$ cat src/rtl/decode_interlock_ctrl_if.sv
// Signal bundle between the decode datapath (master) and decode_interlock_ctrl (slave).
interface decode_interlock_ctrl_if #(
  parameter int CNT_W = 32
);
  logic             de_v;
  logic [31:0]      de_ir;
  logic             mem_stall;
  logic             wb_v;
  logic             wb_ld_done;
  logic [4:0]       wb_drid;
  logic             br_resolved;
  logic             br_taken;
  logic             de_stall;
  logic             exe_v_in;
  logic             fe_flush;
  logic             br_to;
  logic [1:0]       state;
  logic [CNT_W-1:0] ldu_cycles;
  logic [CNT_W-1:0] brw_cycles;

  modport master (
    output de_v, de_ir, mem_stall, wb_v, wb_ld_done, wb_drid, br_resolved, br_taken,
    input  de_stall, exe_v_in, fe_flush, br_to, state, ldu_cycles, brw_cycles
  );

  modport slave (
    input  de_v, de_ir, mem_stall, wb_v, wb_ld_done, wb_drid, br_resolved, br_taken,
    output de_stall, exe_v_in, fe_flush, br_to, state, ldu_cycles, brw_cycles
  );
endinterface

$ cat src/rtl/decode_interlock_ctrl.sv
// Decode-stage interlock: load-use scoreboard plus branch/JALR wait FSM driving stall/bubble/flush.
// Optional performance counters are built when DECODE_INTERLOCK_PERF_EN is defined.
module decode_interlock_ctrl #(
  parameter int BR_TIMEOUT = 16,
  parameter int CNT_W      = 32
) (
  input logic                    clk,
  input logic                    reset,
  decode_interlock_ctrl_if.slave bus
);

  typedef enum logic [1:0] {
    ST_RUN     = 2'd0,
    ST_BR_WAIT = 2'd1,
    ST_FLUSH   = 2'd2,
    ST_ILLEGAL = 2'd3
  } state_e;

  localparam logic [7:0] TO_LAST = 8'(BR_TIMEOUT - 1);

  localparam logic [6:0] OPC_OP     = 7'b0110011;
  localparam logic [6:0] OPC_OP32   = 7'b0111011;
  localparam logic [6:0] OPC_OPI    = 7'b0010011;
  localparam logic [6:0] OPC_OPI32  = 7'b0011011;
  localparam logic [6:0] OPC_LOAD   = 7'b0000011;
  localparam logic [6:0] OPC_STORE  = 7'b0100011;
  localparam logic [6:0] OPC_BRANCH = 7'b1100011;
  localparam logic [6:0] OPC_JALR   = 7'b1100111;
  localparam logic [6:0] OPC_SYSTEM = 7'b1110011;

  function automatic logic f_use_rs1(input logic [6:0] opc, input logic f3_msb);
    logic res;
    case (opc)
      OPC_OP, OPC_OP32, OPC_OPI, OPC_OPI32,
      OPC_LOAD, OPC_STORE, OPC_BRANCH, OPC_JALR: res = 1'b1;
      OPC_SYSTEM:                                res = ~f3_msb; // CSR immediate forms carry uimm, not rs1
      default:                                   res = 1'b0;
    endcase
    return res;
  endfunction

  function automatic logic f_use_rs2(input logic [6:0] opc);
    logic res;
    case (opc)
      OPC_OP, OPC_OP32, OPC_STORE, OPC_BRANCH: res = 1'b1;
      default:                                res = 1'b0;
    endcase
    return res;
  endfunction

  function automatic logic f_is_cf(input logic [6:0] opc);
    logic res;
    case (opc)
      OPC_BRANCH, OPC_JALR: res = 1'b1;
      default:              res = 1'b0;
    endcase
    return res;
  endfunction

  state_e      state_r, state_nxt_s;
  logic [7:0]  cnt_r, cnt_nxt_s;
  logic [31:0] pend_r, pend_nxt_s;
  logic        fe_flush_r, br_to_r, br_to_nxt_s;

  logic [6:0]  opc_s;
  logic [4:0]  rs1_s, rs2_s, rd_s;
  logic        use_rs1_s, use_rs2_s, is_ld_s, is_cf_s;
  logic        hazard_s, issue_s;
  logic        unused_ir_s;

  assign opc_s       = bus.de_ir[6:0];
  assign rd_s        = bus.de_ir[11:7];
  assign rs1_s       = bus.de_ir[19:15];
  assign rs2_s       = bus.de_ir[24:20];
  assign unused_ir_s = ^{bus.de_ir[31:25], bus.de_ir[13:12]};

  assign use_rs1_s = f_use_rs1(opc_s, bus.de_ir[14]);
  assign use_rs2_s = f_use_rs2(opc_s);
  assign is_ld_s   = (opc_s == OPC_LOAD) && (rd_s != 5'd0);
  assign is_cf_s   = f_is_cf(opc_s);

  assign hazard_s = bus.de_v &
                    ((use_rs1_s & (rs1_s != 5'd0) & pend_r[rs1_s]) |
                     (use_rs2_s & (rs2_s != 5'd0) & pend_r[rs2_s]));
  assign issue_s  = bus.de_v & (state_r == ST_RUN) & ~hazard_s & ~bus.mem_stall;

  assign bus.exe_v_in = issue_s;
  assign bus.de_stall = bus.mem_stall | hazard_s | (state_r != ST_RUN);
  assign bus.state    = state_r;
  assign bus.fe_flush = fe_flush_r;
  assign bus.br_to    = br_to_r;

  // Scoreboard next value: WB clears first so a same-index load issue wins.
  always_comb begin
    pend_nxt_s = pend_r;
    if (bus.wb_v && bus.wb_ld_done) begin
      pend_nxt_s[bus.wb_drid] = 1'b0;
    end else begin
      pend_nxt_s = pend_nxt_s;
    end
    if (issue_s && is_ld_s) begin
      pend_nxt_s[rd_s] = 1'b1;
    end else begin
      pend_nxt_s = pend_nxt_s;
    end
    pend_nxt_s[0] = 1'b0;
  end

  // Control-flow FSM next state, wait counter and timeout pulse.
  always_comb begin
    state_nxt_s = state_r;
    cnt_nxt_s   = cnt_r;
    br_to_nxt_s = 1'b0;
    case (state_r)
      ST_RUN: begin
        if (issue_s && is_cf_s) begin
          state_nxt_s = ST_BR_WAIT;
          cnt_nxt_s   = 8'd0;
        end else begin
          state_nxt_s = ST_RUN;
        end
      end
      ST_BR_WAIT: begin
        cnt_nxt_s = cnt_r + 8'd1;
        if (bus.br_resolved) begin
          state_nxt_s = bus.br_taken ? ST_FLUSH : ST_RUN;
        end else if (cnt_r == TO_LAST) begin
          state_nxt_s = ST_RUN;
          br_to_nxt_s = 1'b1;
        end else begin
          state_nxt_s = ST_BR_WAIT;
        end
      end
      ST_FLUSH: state_nxt_s = ST_RUN;
      default:  state_nxt_s = ST_RUN;
    endcase
  end

  // State, scoreboard and registered pulse outputs.
  always_ff @(posedge clk or negedge reset) begin
    if (!reset) begin
      state_r    <= ST_RUN;
      cnt_r      <= 8'd0;
      pend_r     <= 32'd0;
      fe_flush_r <= 1'b0;
      br_to_r    <= 1'b0;
    end else begin
      state_r    <= state_nxt_s;
      cnt_r      <= cnt_nxt_s;
      pend_r     <= pend_nxt_s;
      fe_flush_r <= (state_nxt_s == ST_FLUSH);
      br_to_r    <= br_to_nxt_s;
    end
  end

`ifdef DECODE_INTERLOCK_PERF_EN
  logic [CNT_W-1:0] ldu_r, brw_r;

  // Saturating stall-cycle counters.
  always_ff @(posedge clk or negedge reset) begin
    if (!reset) begin
      ldu_r <= {CNT_W{1'b0}};
      brw_r <= {CNT_W{1'b0}};
    end else begin
      if (hazard_s && (state_r == ST_RUN) && (ldu_r != {CNT_W{1'b1}})) begin
        ldu_r <= ldu_r + {{(CNT_W-1){1'b0}}, 1'b1};
      end else begin
        ldu_r <= ldu_r;
      end
      if ((state_r == ST_BR_WAIT) && (brw_r != {CNT_W{1'b1}})) begin
        brw_r <= brw_r + {{(CNT_W-1){1'b0}}, 1'b1};
      end else begin
        brw_r <= brw_r;
      end
    end
  end

  assign bus.ldu_cycles = ldu_r;
  assign bus.brw_cycles = brw_r;
`else
  assign bus.ldu_cycles = {CNT_W{1'b0}};
  assign bus.brw_cycles = {CNT_W{1'b0}};
`endif

endmodule

$ cat src/flat_wrapper.sv
// flat-port wrapper written by rule: the top's interface ports become plain ports
module decode_interlock_ctrl_flat 
#(
  parameter int BR_TIMEOUT = 16,
  parameter int CNT_W      = 32
)
  (clk, reset, bus_de_v, bus_de_ir, bus_mem_stall, bus_wb_v, bus_wb_ld_done, bus_wb_drid, bus_br_resolved, bus_br_taken, bus_de_stall, bus_exe_v_in, bus_fe_flush, bus_br_to, bus_state, bus_ldu_cycles, bus_brw_cycles);
  decode_interlock_ctrl_if #(.CNT_W(CNT_W)) bus_i ();
  input logic clk;
  input logic reset;
  input wire logic [$bits(bus_i.de_v)-1:0] bus_de_v;
  input wire logic [$bits(bus_i.de_ir)-1:0] bus_de_ir;
  input wire logic [$bits(bus_i.mem_stall)-1:0] bus_mem_stall;
  input wire logic [$bits(bus_i.wb_v)-1:0] bus_wb_v;
  input wire logic [$bits(bus_i.wb_ld_done)-1:0] bus_wb_ld_done;
  input wire logic [$bits(bus_i.wb_drid)-1:0] bus_wb_drid;
  input wire logic [$bits(bus_i.br_resolved)-1:0] bus_br_resolved;
  input wire logic [$bits(bus_i.br_taken)-1:0] bus_br_taken;
  output wire logic [$bits(bus_i.de_stall)-1:0] bus_de_stall;
  output wire logic [$bits(bus_i.exe_v_in)-1:0] bus_exe_v_in;
  output wire logic [$bits(bus_i.fe_flush)-1:0] bus_fe_flush;
  output wire logic [$bits(bus_i.br_to)-1:0] bus_br_to;
  output wire logic [$bits(bus_i.state)-1:0] bus_state;
  output wire logic [$bits(bus_i.ldu_cycles)-1:0] bus_ldu_cycles;
  output wire logic [$bits(bus_i.brw_cycles)-1:0] bus_brw_cycles;
  assign bus_i.de_v = bus_de_v;
  assign bus_i.de_ir = bus_de_ir;
  assign bus_i.mem_stall = bus_mem_stall;
  assign bus_i.wb_v = bus_wb_v;
  assign bus_i.wb_ld_done = bus_wb_ld_done;
  assign bus_i.wb_drid = bus_wb_drid;
  assign bus_i.br_resolved = bus_br_resolved;
  assign bus_i.br_taken = bus_br_taken;
  assign bus_de_stall = bus_i.de_stall;
  assign bus_exe_v_in = bus_i.exe_v_in;
  assign bus_fe_flush = bus_i.fe_flush;
  assign bus_br_to = bus_i.br_to;
  assign bus_state = bus_i.state;
  assign bus_ldu_cycles = bus_i.ldu_cycles;
  assign bus_brw_cycles = bus_i.brw_cycles;
  decode_interlock_ctrl #(.BR_TIMEOUT(BR_TIMEOUT), .CNT_W(CNT_W)) u_core (.clk(clk), .reset(reset), .bus(bus_i));
endmodule
$ cat config.mk
export PLATFORM = sky130hd
export DESIGN_NAME = decode_interlock_ctrl_flat
export DESIGN_NICKNAME = d
export VERILOG_FILES = /design/src/rtl/decode_interlock_ctrl_if.sv /design/src/rtl/decode_interlock_ctrl.sv /design/src/flat_wrapper.sv
export SDC_FILE = /design/constraint.sdc
export NUM_CORES = 1
export LEC_CHECK = 0
export CORE_ASPECT_RATIO = 1.75
export CORE_MARGIN = 1
export CORE_UTILIZATION = 47
export DETAILED_ROUTE_END_ITERATION = 12
export PLACE_DENSITY = 0.82
export SETUP_SLACK_MARGIN = 0.3
export SKIP_CTS_REPAIR_TIMING = 1
export SLEW_MARGIN = 40
export SYNTH_ARGS = -nofsm -noshare
export SYNTH_HDL_FRONTEND = slang
export SYNTH_SLANG_ARGS = --single-unit
$ cat constraint.sdc
create_clock -name clk -period 4 [get_ports clk]
set_clock_uncertainty 0.1 [all_clocks]
set_input_delay 0.6 -clock clk [delete_from_list [all_inputs] [get_ports clk]]
set_output_delay 0.6 -clock clk [all_outputs]
set_load 0.05 [all_outputs]
==> metrics <==
total track usage 0.207; H-Tree Depth 2; Area Overhead vs Synth 11.8%; RSZ-0062 raised after global routing false; Residual DRC 0; fillers approximately 630; crit end category primary output; Pre-antenna DRT Iters 4; ANT nets after route 0; PortBufs 41; Worst-path clk slew 60 ps; post-route minimum period around 3600 ps; Pwr Density between 300 and 400 nW/um2; number of global-route vias before repair about 2,500; final max-slew violation count 0; core area roughly 7000 um2; final period utilization 0.888; count of cell types in the netlist between 40 and 50; most common cell in the synthesized netlist buf_4; cell taking the most area after synthesis dfrtp_1; Mapped Area ~3400 um2; Post-synth EDFFs 0; die area about 7600 um2; layout cells sized above 1 0.176; hpwl dp around 5700 um; total CTS buffers 5; CP endpoint bus_de_stall; Setup crit start kind input port; dpl ws ~220 ps; CTS tree built; largest net degree at the start of global routing 44; Initial Util 0.492; Row Count 40; Max transition margin 0.538; height of the chip around 110 um; asr flop ratio synth 1.00; Finish-stage setup viols 0; Final WS setup roughly 450 ps; maximum VDD drop roughly 200 uV; Static Leakage roughly 1.8 nW; Final #Nets between 400 and 500; Worst Path Max Fanout 4; CP startpoint bus_de_ir[15]; gpl congestion approximately 0.87; CTS sink count 43; Congestion Overflow GR 0; fmax about 280 MHz; ranking of synthesized cells by area dfrtp_1 (31%), buf_4 (14%), o41ai_2 (13%), o21ai_0 (5.4%), mux4_1 (5.4%); first-pass GRT wire length approximately 12,000 um; R2R Setup Slk approximately 1300 ps; worst reg2reg startpoint u_core.pend_r[30]$_DFF_PN0_; synth cell count leaders buf_4 (64), dfrtp_1 (43), o21ai_0 (37), o41ai_2 (28), nor2_1 (19); reg-to-reg endpoint u_core.pend_r[2]$_DFF_PN0_; initial antenna violation count 0; final hold violations 0; antenna fix cells 0; path depth of the worst reg2reg path 6; Req. time, crit path approximately 3300 ps; root buffer cell clkbuf_16; vias 2,569; Data arrival, critical path around 2900 ps; Top FF cell, synth dfrtp_1; worst-case clock buffer depth 2; Synth Register Bits 43; post-DR wirelength/cell roughly 17 um; run status finished, final reports clean; vias per inst just under 6; sequential fraction of the synthesis area 0.315; Die X ~66 um; Routed WL approximately 7700 um; Worst Tran Pin Value a little under 700 ps; post-synthesis cell count about 320; initial drt markers roughly 200; syn avg cell area about 11 um2; IO Pins between 100 and 150; WS Path Type in -> out; final setup TNS 0 ps; Clock Latency Late Sink 290 ps; maxcap violations 0; Yosys Warn Count 0; Hold Crit Class in -> async; post-synth top area share 0.315
## area by class of cell
class	count	area, um2	area share
Clock inverter	1	30.0	0.00785
Timing Repair Buffer	45	463	0.121
Tap cell	84	105	0.0275
Sequential cell	43	1080	0.281
Multi-Input combinational cell	260	2010	0.526
Clock buffer	6	129	0.0337
Inverter	3	11.3	0.00294
## placed cells by master, fill, tap and decap left out, types with 2 or more instances in the layout
cell type and n:
conb_1 64, dfrtp_1 43, o21ai_0 37, clkdlybuf4s50_1 36, o41ai_2 27, nor2_1 18, nand2_1 13, mux2i_1 11
nand3_1 9, mux4_1 7, o21a_1 7, mux4_2 6, nand3b_1 6, a21oi_1 5, clkbuf_16 5, buf_4 5
nand2b_1 4, and3_1 4, or3b_2 4, inv_1 3, or2_2 3, or3_1 3, nor4bb_1 2, mux2_2 2
nor2b_1 2, o41ai_4 2, nor3_1 2, xnor2_1 2, dlymetal6s2s_1 2, buf_12 2
## registers in the layout (all words and copies together), names as in the netlist
register,count
u_core.bus.fe_flush,1
u_core.pend_r,31
u_core.cnt_r,8
u_core.bus.br_to,1
u_core.bus.state,2
## kinds of logic after synthesis
group	Yosys count	share of synthesized area
AOI/OAI and AO/OA	89	0.245
buffers and inverters	81	0.173
and+or+nand+nor	77	0.124
DFF	43	0.315
muxes	26	0.132
xor gates and xnor gates	3	0.00768
adders and majority gates	1	0.00366
other	1	0.00110
## metal layers
layer	track usage	wire length (um)
met1	0.226	2890
met2	0.354	3960
met3	0.0407	470
met4	0.136	378
met5	0	0
## where the power goes
part           total [mW]  internal [mW]  switching [mW]  leakage [nW]
combinational       0.291         0.0742           0.216          1.12
sequential          0.458          0.445          0.0123         0.596
clock               0.456          0.291           0.165        0.0769
## through the flow
| stage | hold slack, ps | utilization | std cells | instance area, um2 | power [mW] |
|---|---|---|---|---|---|
| after CTS | 223 | 0.549 | 442 | 3820 | 1.21 |
| final | 199 | 0.550 | 442 | 3820 | 1.20 |
| after floorplan | 204 | - | 384 | 3660 | 0.721 |
| after detailed placement | 428 | 0.526 | 435 | 3660 | 0.756 |
| after global placement | 407 | 0.525 | 435 | 3650 | 0.749 |
| after global routing | 256 | 0.550 | 442 | 3820 | 1.24 |
## worst min path at each step
stage | start | endpoint | slack (ps) | cells after the start
after CTS | reset | u_core.pend_r[29]$_DFF_PN0_ | 220 | 1
after floorplan | reset | u_core.bus.br_to$_DFF_PN0_ | 200 | 0
after global placement | u_core.pend_r[24]$_DFF_PN0_ | u_core.pend_r[24]$_DFF_PN0_ | 410 | 2
after global routing | reset | u_core.pend_r[29]$_DFF_PN0_ | 260 | 1
final | reset | u_core.pend_r[29]$_DFF_PN0_ | 200 | 1
after detailed placement | u_core.pend_r[1]$_DFF_PN0_ | u_core.pend_r[1]$_DFF_PN0_ | 430 | 2
## critical path, stage by stage
cell and delay (ps):
clkdlybuf4s50_1 610, mux4_2 540, a22oi_1 200, a221oi_1 120
o21ai_2 240, o41ai_4 140, a21bo_2 250, buf_12 150
Power figures use the tool's default switching activity.
